<file path="config.mk">
export PLATFORM = sky130hd
export DESIGN_NAME = ps2_keyboard_rx
export DESIGN_NICKNAME = d
export VERILOG_FILES = /design/src/rtl/ps2_keyboard_rx.sv
export SDC_FILE = /design/constraint.sdc
export NUM_CORES = 1
export LEC_CHECK = 0
export BUFFER_PORTS_ARGS = -buffer_cell sky130_fd_sc_hd__buf_2
export CORE_UTILIZATION = 25
export DETAILED_ROUTE_END_ITERATION = 8
export SETUP_SLACK_MARGIN = 0.15
export SYNTH_ARGS = -nofsm -noshare
export SYNTH_HDL_FRONTEND = slang
export SYNTH_SLANG_ARGS = --single-unit
</file>
<file path="constraint.sdc">
create_clock -name clk -period 5.2 [get_ports clk]
set_input_delay 0.26 -clock clk [delete_from_list [all_inputs] [get_ports clk]]
set_output_delay 0.26 -clock clk [all_outputs]
set_load 0.05 [all_outputs]
</file>
<file path="src/rtl/ps2_keyboard_rx.sv">
// PS/2 keyboard receiver: synchronizes and filters the PS/2 clock,
// deframes 11-bit device frames and strobes out scan codes or errors.
module ps2_keyboard_rx #(
  parameter int FILTER_LEN     = 8,
  parameter int TIMEOUT_CYCLES = 28000
) (
  input  logic       clk,
  input  logic       nreset,
  input  logic       ps2_clk,
  input  logic       ps2_dat,
  output logic [7:0] scan_code,
  output logic       scan_code_ready,
  output logic       scan_code_error
);

  localparam logic [7:0]  FLT_MAX = 8'(FILTER_LEN - 1);
  localparam logic [15:0] WD_MAX  = 16'(TIMEOUT_CYCLES - 1);

  typedef enum logic [1:0] {
    IDLE,
    DATA,
    PARITY,
    STOP
  } state_t;

  logic [1:0]  clk_s;
  logic [1:0]  dat_s;
  logic        fclk;
  logic [7:0]  fcnt;
  logic        fall;
  state_t      state;
  logic [7:0]  shift;
  logic [2:0]  idx;
  logic        par;
  logic [15:0] wd;
  logic        bit_s;

  assign bit_s = dat_s[1];

  // Idle bus is high, so the synchronizers reset to 1.
  always_ff @(posedge clk or negedge nreset) begin
    if (!nreset) begin
      clk_s <= 2'b11;
      dat_s <= 2'b11;
    end else begin
      clk_s <= {clk_s[0], ps2_clk};
      dat_s <= {dat_s[0], ps2_dat};
    end
  end

  always_ff @(posedge clk or negedge nreset) begin
    if (!nreset) begin
      fclk <= 1'b1;
      fcnt <= '0;
      fall <= 1'b0;
    end else if (clk_s[1] == fclk) begin
      fcnt <= '0;
      fall <= 1'b0;
    end else if (fcnt == FLT_MAX) begin
      fclk <= clk_s[1];
      fcnt <= '0;
      fall <= ~clk_s[1];
    end else begin
      fcnt <= fcnt + 8'd1;
      fall <= 1'b0;
    end
  end

  // Timeout is checked before the fall strobe so it wins a tie.
  always_ff @(posedge clk or negedge nreset) begin
    if (!nreset) begin
      state           <= IDLE;
      shift           <= '0;
      idx             <= '0;
      par             <= 1'b0;
      wd              <= '0;
      scan_code       <= '0;
      scan_code_ready <= 1'b0;
      scan_code_error <= 1'b0;
    end else begin
      scan_code_ready <= 1'b0;
      scan_code_error <= 1'b0;
      if (state != IDLE && wd == WD_MAX) begin
        scan_code_error <= 1'b1;
        state           <= IDLE;
        shift           <= '0;
        idx             <= '0;
        wd              <= '0;
      end else if (fall) begin
        wd <= '0;
        unique case (state)
          IDLE: begin
            if (!bit_s) begin
              state <= DATA;
              idx   <= '0;
            end else begin
              scan_code_error <= 1'b1;
            end
          end
          DATA: begin
            shift <= {bit_s, shift[7:1]};
            if (idx == 3'd7) begin
              state <= PARITY;
            end else begin
              idx <= idx + 3'd1;
            end
          end
          PARITY: begin
            par   <= bit_s;
            state <= STOP;
          end
          STOP: begin
            if (bit_s && (^shift ^ par)) begin
              scan_code       <= shift;
              scan_code_ready <= 1'b1;
            end else begin
              scan_code_error <= 1'b1;
            end
            state <= IDLE;
          end
          default: state <= IDLE;
        endcase
      end else if (state == IDLE) begin
        wd <= '0;
      end else begin
        wd <= wd + 16'd1;
      end
    end
  end

endmodule

</file>
==> key figures, run 1 <==
Placed design
  – Placement Cell Area: between 2000 and 3000 µm²
  – RePlAce Congestion: between 0.7 and 0.8
  – DP HPWL: ~2800 µm
  – Port-buffer cells: 13

Synthesis
  – Cell Area, Synth: around 2500 µm²
  – Post-Syn Nets: 242
  – Top cells by area, synth: dfrtp_1 49%, xor2_1 5.9%, dfstp_2 5.2%
  – Yosys warnings: 0
  – Syn Area/Cell: around 11 µm²
  – Syn Inst Count: 229
  – Post-synth ARST share: 100%
  – Ys flop type: dfrtp_1
  – Yosys cell types: 34
  – Count leader, synth: dfrtp_1
  – Register area share after synthesis: 53.7%
  – Most area-hungry cell type in the Yosys netlist: dfrtp_1
  – Share of the synthesized area in the top cell type: between 40 and 50%
  – Number of flops mapped to enable cells by yosys: 0
  – Flip-flop and latch count after synthesis: 54
  – Synth cell count leaders: 49 x dfrtp_1, 26 x nor2_1, 23 x nand2_1, 17 x nand3_1, 17 x xor2_1

CTS
  – CTS Hold Buffers Added: 0
  – CTS tree: done
  – Num CTS Buffers: 5
  – # clock sinks: 54
  – # Post-CTS Setup Buffers: 0
  – Post-CTS Resized: 0
  – CTS H-tree lvls: 2
  – CTS Buffer Depth: 2
  – CTS Root Cell: clkbuf_8
  – Worst skew pair latency: ~0.31 ns
  – Clk slew on worst S/H paths: about 0.10 ns

Worst setup path
  – Critical-path top delay cell: or4b_1
  – Crit start category: register
  – Class of the most critical setup path: reg2reg
  – Worst-path maximum fanout: 17
  – Reg2Reg Depth: 7
  – Slowest stage delay, CP: roughly 0.75 ns
  – CP endpoint kind: register
  – CP arrival: about 2.8 ns
  – CP cell instances: ha_1 > and4_1 > nand4_1 > nor4_2 > buf_4 > or4b_1 > mux2_4
  – FF-to-FF End: scan_code[0]
  – Reg2reg setup slack: approximately 2.6 ns
  – CP Data Required Time: 5.39 ns
  – R2r startpoint: wd[0]
  – CP startpoint: wd[0]

Route
  – TritonRoute pass-1 iters: 4
  – Routed WL: about 4200 µm
  – Final ANT Viol Nets: 0
  – Initial drt markers: 72
  – Wire per inst: around 11 µm
  – DRC Markers: 0
  – DR vias: ~1600
  – Vias/cell: between 4 and 5

Power
  – Gate power share: 5.9%
  – Clock power share: between 30% and 40%
  – Maximum VDD drop: 0.132 mV
  – Leakage: approximately 1.3 nW
  – Power Internal: 0.564 mW
  – Sw Share: 24.0%
  – Power per cell area: around 260 nW/µm²
  – Sw power: about 0.18 mW
  – Sequential Power Share: 60.6%
  – Design Power: about 0.74 mW

Timing
  – Clk_skew: around 0.011 ns
  – Min Tclk post-route: around 2.6 ns
  – Slew @ Worst Pin: about 0.66 ns
  – Final hold vios: 0
  – Max Transition Viols Final: 0
  – Number of setup violations in the final report: 0
  – Fmax: 390 MHz
  – Period utilisation layout: a little under 50%
  – RSZ-0062 raised after global routing: false
  – Setup Total Neg Slack: 0 ns
  – Slew headroom: about 56%

Die
  – Core Area: around 10000 µm²
  – Num ports: 14
  – # rows: 36
  – Chip width: slightly above 100 µm
  – Initial Utilization: around 26%
  – Chip height: around 100 µm
  – Die area: 10500 µm²

Hold path
  – Worst hold path class: in2reg
  – Start point of the worst hold path: ps2_clk
  – Worst Hold Path Cells: 1
  – Worst Hold End: clk_s[0]

Global route
  – Number of global-route vias before repair: ~1600
  – Global route overflow: 0
  – First-pass GRT wire length: around 7400 µm
  – Initial antenna violation count: 0
  – Gr usage total: ~8.8%
  – Pin count of the biggest net entering global routing: 55

Final layout
  – Share of cells above drive strength 1: between 10% and 20%
  – Area Growth Syn to Fin: 12.8%
  – Ant. Diodes: 0
  – Fillers: about 1000
  – Final nets: approximately 260
  – Finished Cell Area: approximately 2900 µm²

Outcome
  – Status: finished clean

Run
  – Maxcap violations: 0
-- critical path, delay by kind of cell, from the launching register on --
kind	cells	cell delay [ns]
AND/OR/NAND/NOR	4	1.19
adder cells (fa/ha/maj)	1	0.25
buffers and inverters	1	0.21
flip-flops	1	0.42
multiplexers	1	0.39
-- per-layer routing --
layer	GRT usage (%)	wire length [µm]	vias up	share of wire [%]
met4	1.98	17	0	0.41
met5	0	0	-	0
met1	12.5	2110	797	51
met2	13.6	1930	16	46
met3	2.24	126	2	3.0
li1	-	-	815	-
-- cell usage in the layout, fill, tap and decap left out, types with 8 or more instances in the layout --
| cell | count |
|---|---|
| dfrtp_1 | 49 |
| nor2_1 | 26 |
| nand2_1 | 23 |
| xor2_1 | 17 |
| nand3_1 | 17 |
| buf_2 | 13 |
| a21oi_1 | 11 |
| xnor2_1 | 10 |
| ha_1 | 9 |
| mux2_4 | 8 |
-- cell type report --
cell class | count | area, µm² | area share, %
Clock buffer | 6 | 82.6 | 2.90
Sequential cell | 54 | 1360 | 47.6
Clock inverter | 2 | 16.3 | 0.571
Timing Repair Buffer | 16 | 87.6 | 3.07
Tap cell | 133 | 166 | 5.84
Inverter | 6 | 22.5 | 0.790
Multi-Input combinational cell | 163 | 1120 | 39.2
-- kinds of logic (layout without fill, tap and decap cells) --
logic type	after synthesis	count (layout)	synth area share (%)
compound gates	21	21	4.85
fa+ha+maj	9	9	4.46
xor+xnor	28	28	10.2
flops	54	54	53.7
mux	10	10	5.59
simple gates	95	95	19.1
buf+inv	12	30	2.08
-- sequential cells by signal, summed over array words and instances, names as in the netlist --
register	count
fcnt	8
clk_s	2
fall	1
scan_code	8
scan_code_ready	1
scan_code_error	1
dat_s	2
par	1
wd	16
state	2
idx	3
shift	8
fclk	1
-- metrics by stage --
| step | utilization, % | setup WS [ns] | hold WS (ns) | cells |
|---|---|---|---|---|
| after global routing | 29.2 | 2.50 | 0.0178 | 380 |
| after CTS | 29.2 | 2.63 | 0.0335 | 380 |
| final | 29.2 | 2.63 | 0.0474 | 380 |
| after floorplan | - | 3.01 | -0.0356 | 229 |
| after global placement | 28.1 | 2.70 | 0.348 | 372 |
| after detailed placement | 28.1 | 2.65 | 0.348 | 372 |
-- power by group through the flow --
stage | registers [mW] | clock network [mW] | logic [mW]
5_1_grt | 0.452 | 0.278 | 0.0525
2_1_floorplan | 0.455 | 0 | 0.0276
3_5_place_dp | 0.458 | 0 | 0.0451
3_3_place_gp | 0.457 | 0 | 0.0446
4_1_cts | 0.450 | 0.261 | 0.0454
6_report | 0.449 | 0.249 | 0.0437
-- worst max path at each step --
stage | to | slack [ns]
floorplan | scan_code[0] | 3.01
global placement | scan_code[0] | 2.70
detailed placement | scan_code[0] | 2.65
CTS | scan_code[0] | 2.63
global route | scan_code[0] | 2.50
finish | scan_code[0] | 2.63
(Power assumes the default switching activity.)
==> run 2: changes to the inputs <==
==> constraint.sdc (replaced) <==
create_clock -name clk -period 2.6 [get_ports clk]
set_input_delay 0.13 -clock clk [delete_from_list [all_inputs] [get_ports clk]]
set_output_delay 0.13 -clock clk [all_outputs]
set_load 0.05 [all_outputs]
==> key figures, run 2 (same netlist as run 1, synthesis figures left out) <==
Route
  – Routed WL: 4340 µm (+3.6%)
  – Vias/cell: 4.31 (+0.42%)
  – DR vias: 1654 (+1.5%)
  – DRC Markers: 0 (unchanged)
  – Post-Route M1 WL: 2240 µm (+5.8%)
  – Max layer used: met4
  – TritonRoute pass-1 iters: 3 (-1)
  – Routed met3 length: 130 µm (+3.2%)
  – Final ANT Viol Nets: 0 (unchanged)
  – Wire per inst: 11.3 µm (+2.6%)
  – Initial drt markers: 69 (-4.2%)
  – Met2 routed WL: 1930 µm (+0.21%)

Final layout
  – Largest register FFs: 16 (unchanged)
  – Ant. Diodes: 0 (unchanged)
  – Final non-filler cell total: 384 (+1.1%)
  – Final nets: 263 (+1.5%)
  – Area Growth Syn to Fin: 14.8%
  – Fillers: 1015 (-3.0%)
  – Most frequent cells in the layout: 49 x dfrtp_1, 26 x nor2_1, 23 x nand2_1
  – Commonest non-fill, non-tap cell in the layout: dfrtp_1
  – Final Core Density: 29.7% (+0.51 points)
  – Biggest register: wd
  – Share of cells above drive strength 1: 16.3% (+0.55 points)

Run
  – Maxcap violations: 0 (unchanged)

Worst setup path
  – Crit start category: register
  – CP arrival: 2.50 ns (-0.26 ns)
  – Worst-path maximum fanout: 9 (-8)
  – CP Data Required Time: 2.79 ns (-2.60 ns)
  – Class of the most critical setup path: reg2reg
  – CP endpoint kind: register

Die
  – Die area: 10500 µm² (unchanged)
  – Chip width: 103 µm (unchanged)
  – Initial Utilization: 25.9% (unchanged)
  – Core Area: 9770 µm² (unchanged)
  – Num ports: 14 (unchanged)
  – Chip height: 103 µm (unchanged)
  – # rows: 36 (unchanged)

CTS
  – Clk slew on worst S/H paths: 0.10 ns (about the same)
  – Num CTS Buffers: 5 (unchanged)
  – CTS Buffer Depth: 2 (unchanged)
  – CTS tree: done
  – CTS H-tree lvls: 2 (unchanged)
  – CTS Root Cell: clkbuf_8
  – Worst skew pair latency: 0.30 ns (about the same)
  – # clock sinks: 54 (unchanged)

Global route
  – Global route overflow: 0 (unchanged)
  – Pin count of the biggest net entering global routing: 46 (-16%)
  – Initial antenna violation count: 0 (unchanged)
  – Gr usage total: 9.06% (+0.23 points)
  – First-pass GRT wire length: 7550 µm (+2.2%)
  – Number of global-route vias before repair: 1576 (+1.5%)

Timing
  – Fmax: 433 MHz (+11%)
  – Slew headroom: 33.7% (-23 points)
  – Number of setup violations in the final report: 0 (unchanged)
  – Period utilisation layout: 88.8% (+39 points)
  – Slew @ Worst Pin: 0.994 ns (+0.338 ns)
  – Hold WS: -0.0113 ns (-0.0587 ns)
  – Min Tclk post-route: 2.31 ns (-0.257 ns)
  – Max Transition Viols Final: 0 (unchanged)
  – RSZ-0062 raised after global routing: false
  – Clk_skew: 0.00966 ns (-0.000901 ns)
  – Final hold vios: 18 (+18)
  – Setup Total Neg Slack: 0 ns (unchanged)

Power
  – Clock power share: 36.1% (+2.5 points)
  – Leakage: 1.35 nW (+1.8%)
  – Sw power: 0.347 mW (+94%)
  – Gate power share: 5.8% (about the same)
  – Sw Share: 22.5% (-1.6 points)
  – Sequential Power Share: 58.2% (-2.4 points)
  – Power Internal: 1.20 mW (+110%)
  – Maximum VDD drop: 0.257 mV (+94%)
  – Power per cell area: 532 nW/µm² (+100%)

Placed design
  – DP HPWL: 2960 µm (+3.9%)
  – Port-buffer cells: 13 (unchanged)
  – Placed insts: 374 (+0.54%)
  – RePlAce Congestion: 0.763 (+2.0%)

Hold path
  – Worst hold path class: in2async

Outcome
  – Status: finished with violations
  – Failing checks: negative hold slack
==> run 2: path summary, 6_finish.rpt <==
path                           from            to  slack, ns  depth (start not counted)
setup / recovery           shift[4]  scan_code[0]       0.29                          5
hold / removal               nreset         wd[1]      -0.01                          1
setup reg to reg           shift[4]  scan_code[0]       0.29                          5
hold reg to reg            clk_s[0]      clk_s[1]       0.36                          0
max in group asynchronous    nreset         wd[7]       1.90                          2
min in group clk           clk_s[0]      clk_s[1]       0.36                          0
==> run 2: repair_timing <==
action	in CTS	in global routing
gates resized for setup	1	0
setup buffers	0	0
hold buffers	2	0
setup endpoints to repair	8	0
hold endpoints to repair	2	0
==> run 2: worst max-delay path, stage by stage (launching register included) <==
cell and delay (ns):
dfrtp_1 0.42, xnor2_1 0.19, xnor3_1 0.43, xnor2_1 0.21, or4b_4 0.61, mux2_4 0.33
==> run 2: routing by layer <==
layer  track usage, %  up-vias
li1                 -      830
met1             12.9      805
met2             13.6       15
met3             2.37        4
met4             2.42        0
met5                0        -
==> run 2: power by group through the flow <==
stage | logic, mW | clock network, mW | registers (mW)
after global placement | 0.0901 | 0 | 0.913
after floorplan | 0.0552 | 0 | 0.909
after global routing | 0.106 | 0.617 | 0.904
after detailed placement | 0.0909 | 0 | 0.914
final | 0.0891 | 0.557 | 0.898
after CTS | 0.0939 | 0.580 | 0.898
==> run 2: per-stage QoR <==
step	power, mW	hold WS [ns]	worst slack, ns	cell area (µm²)
floorplan	0.964	-0.166	0.405	2530
global placement	1.00	0.237	0.176	2770
detailed placement	1.01	0.238	0.106	2770
CTS	1.57	0.0273	0.268	2900
global route	1.63	0.0526	0.173	2900
finish	1.54	-0.0113	0.291	2900
==> run 2: final cells by class <==
cell class	count	area (µm²)	share of cell area (%)
Clock buffer	6	72.6	2.50
Tap cell	133	166	5.74
Sequential cell	54	1360	46.8
Inverter	6	22.5	0.777
Clock inverter	2	37.5	1.29
Multi-Input combinational cell	163	1120	38.7
Timing Repair Buffer	20	123	4.23
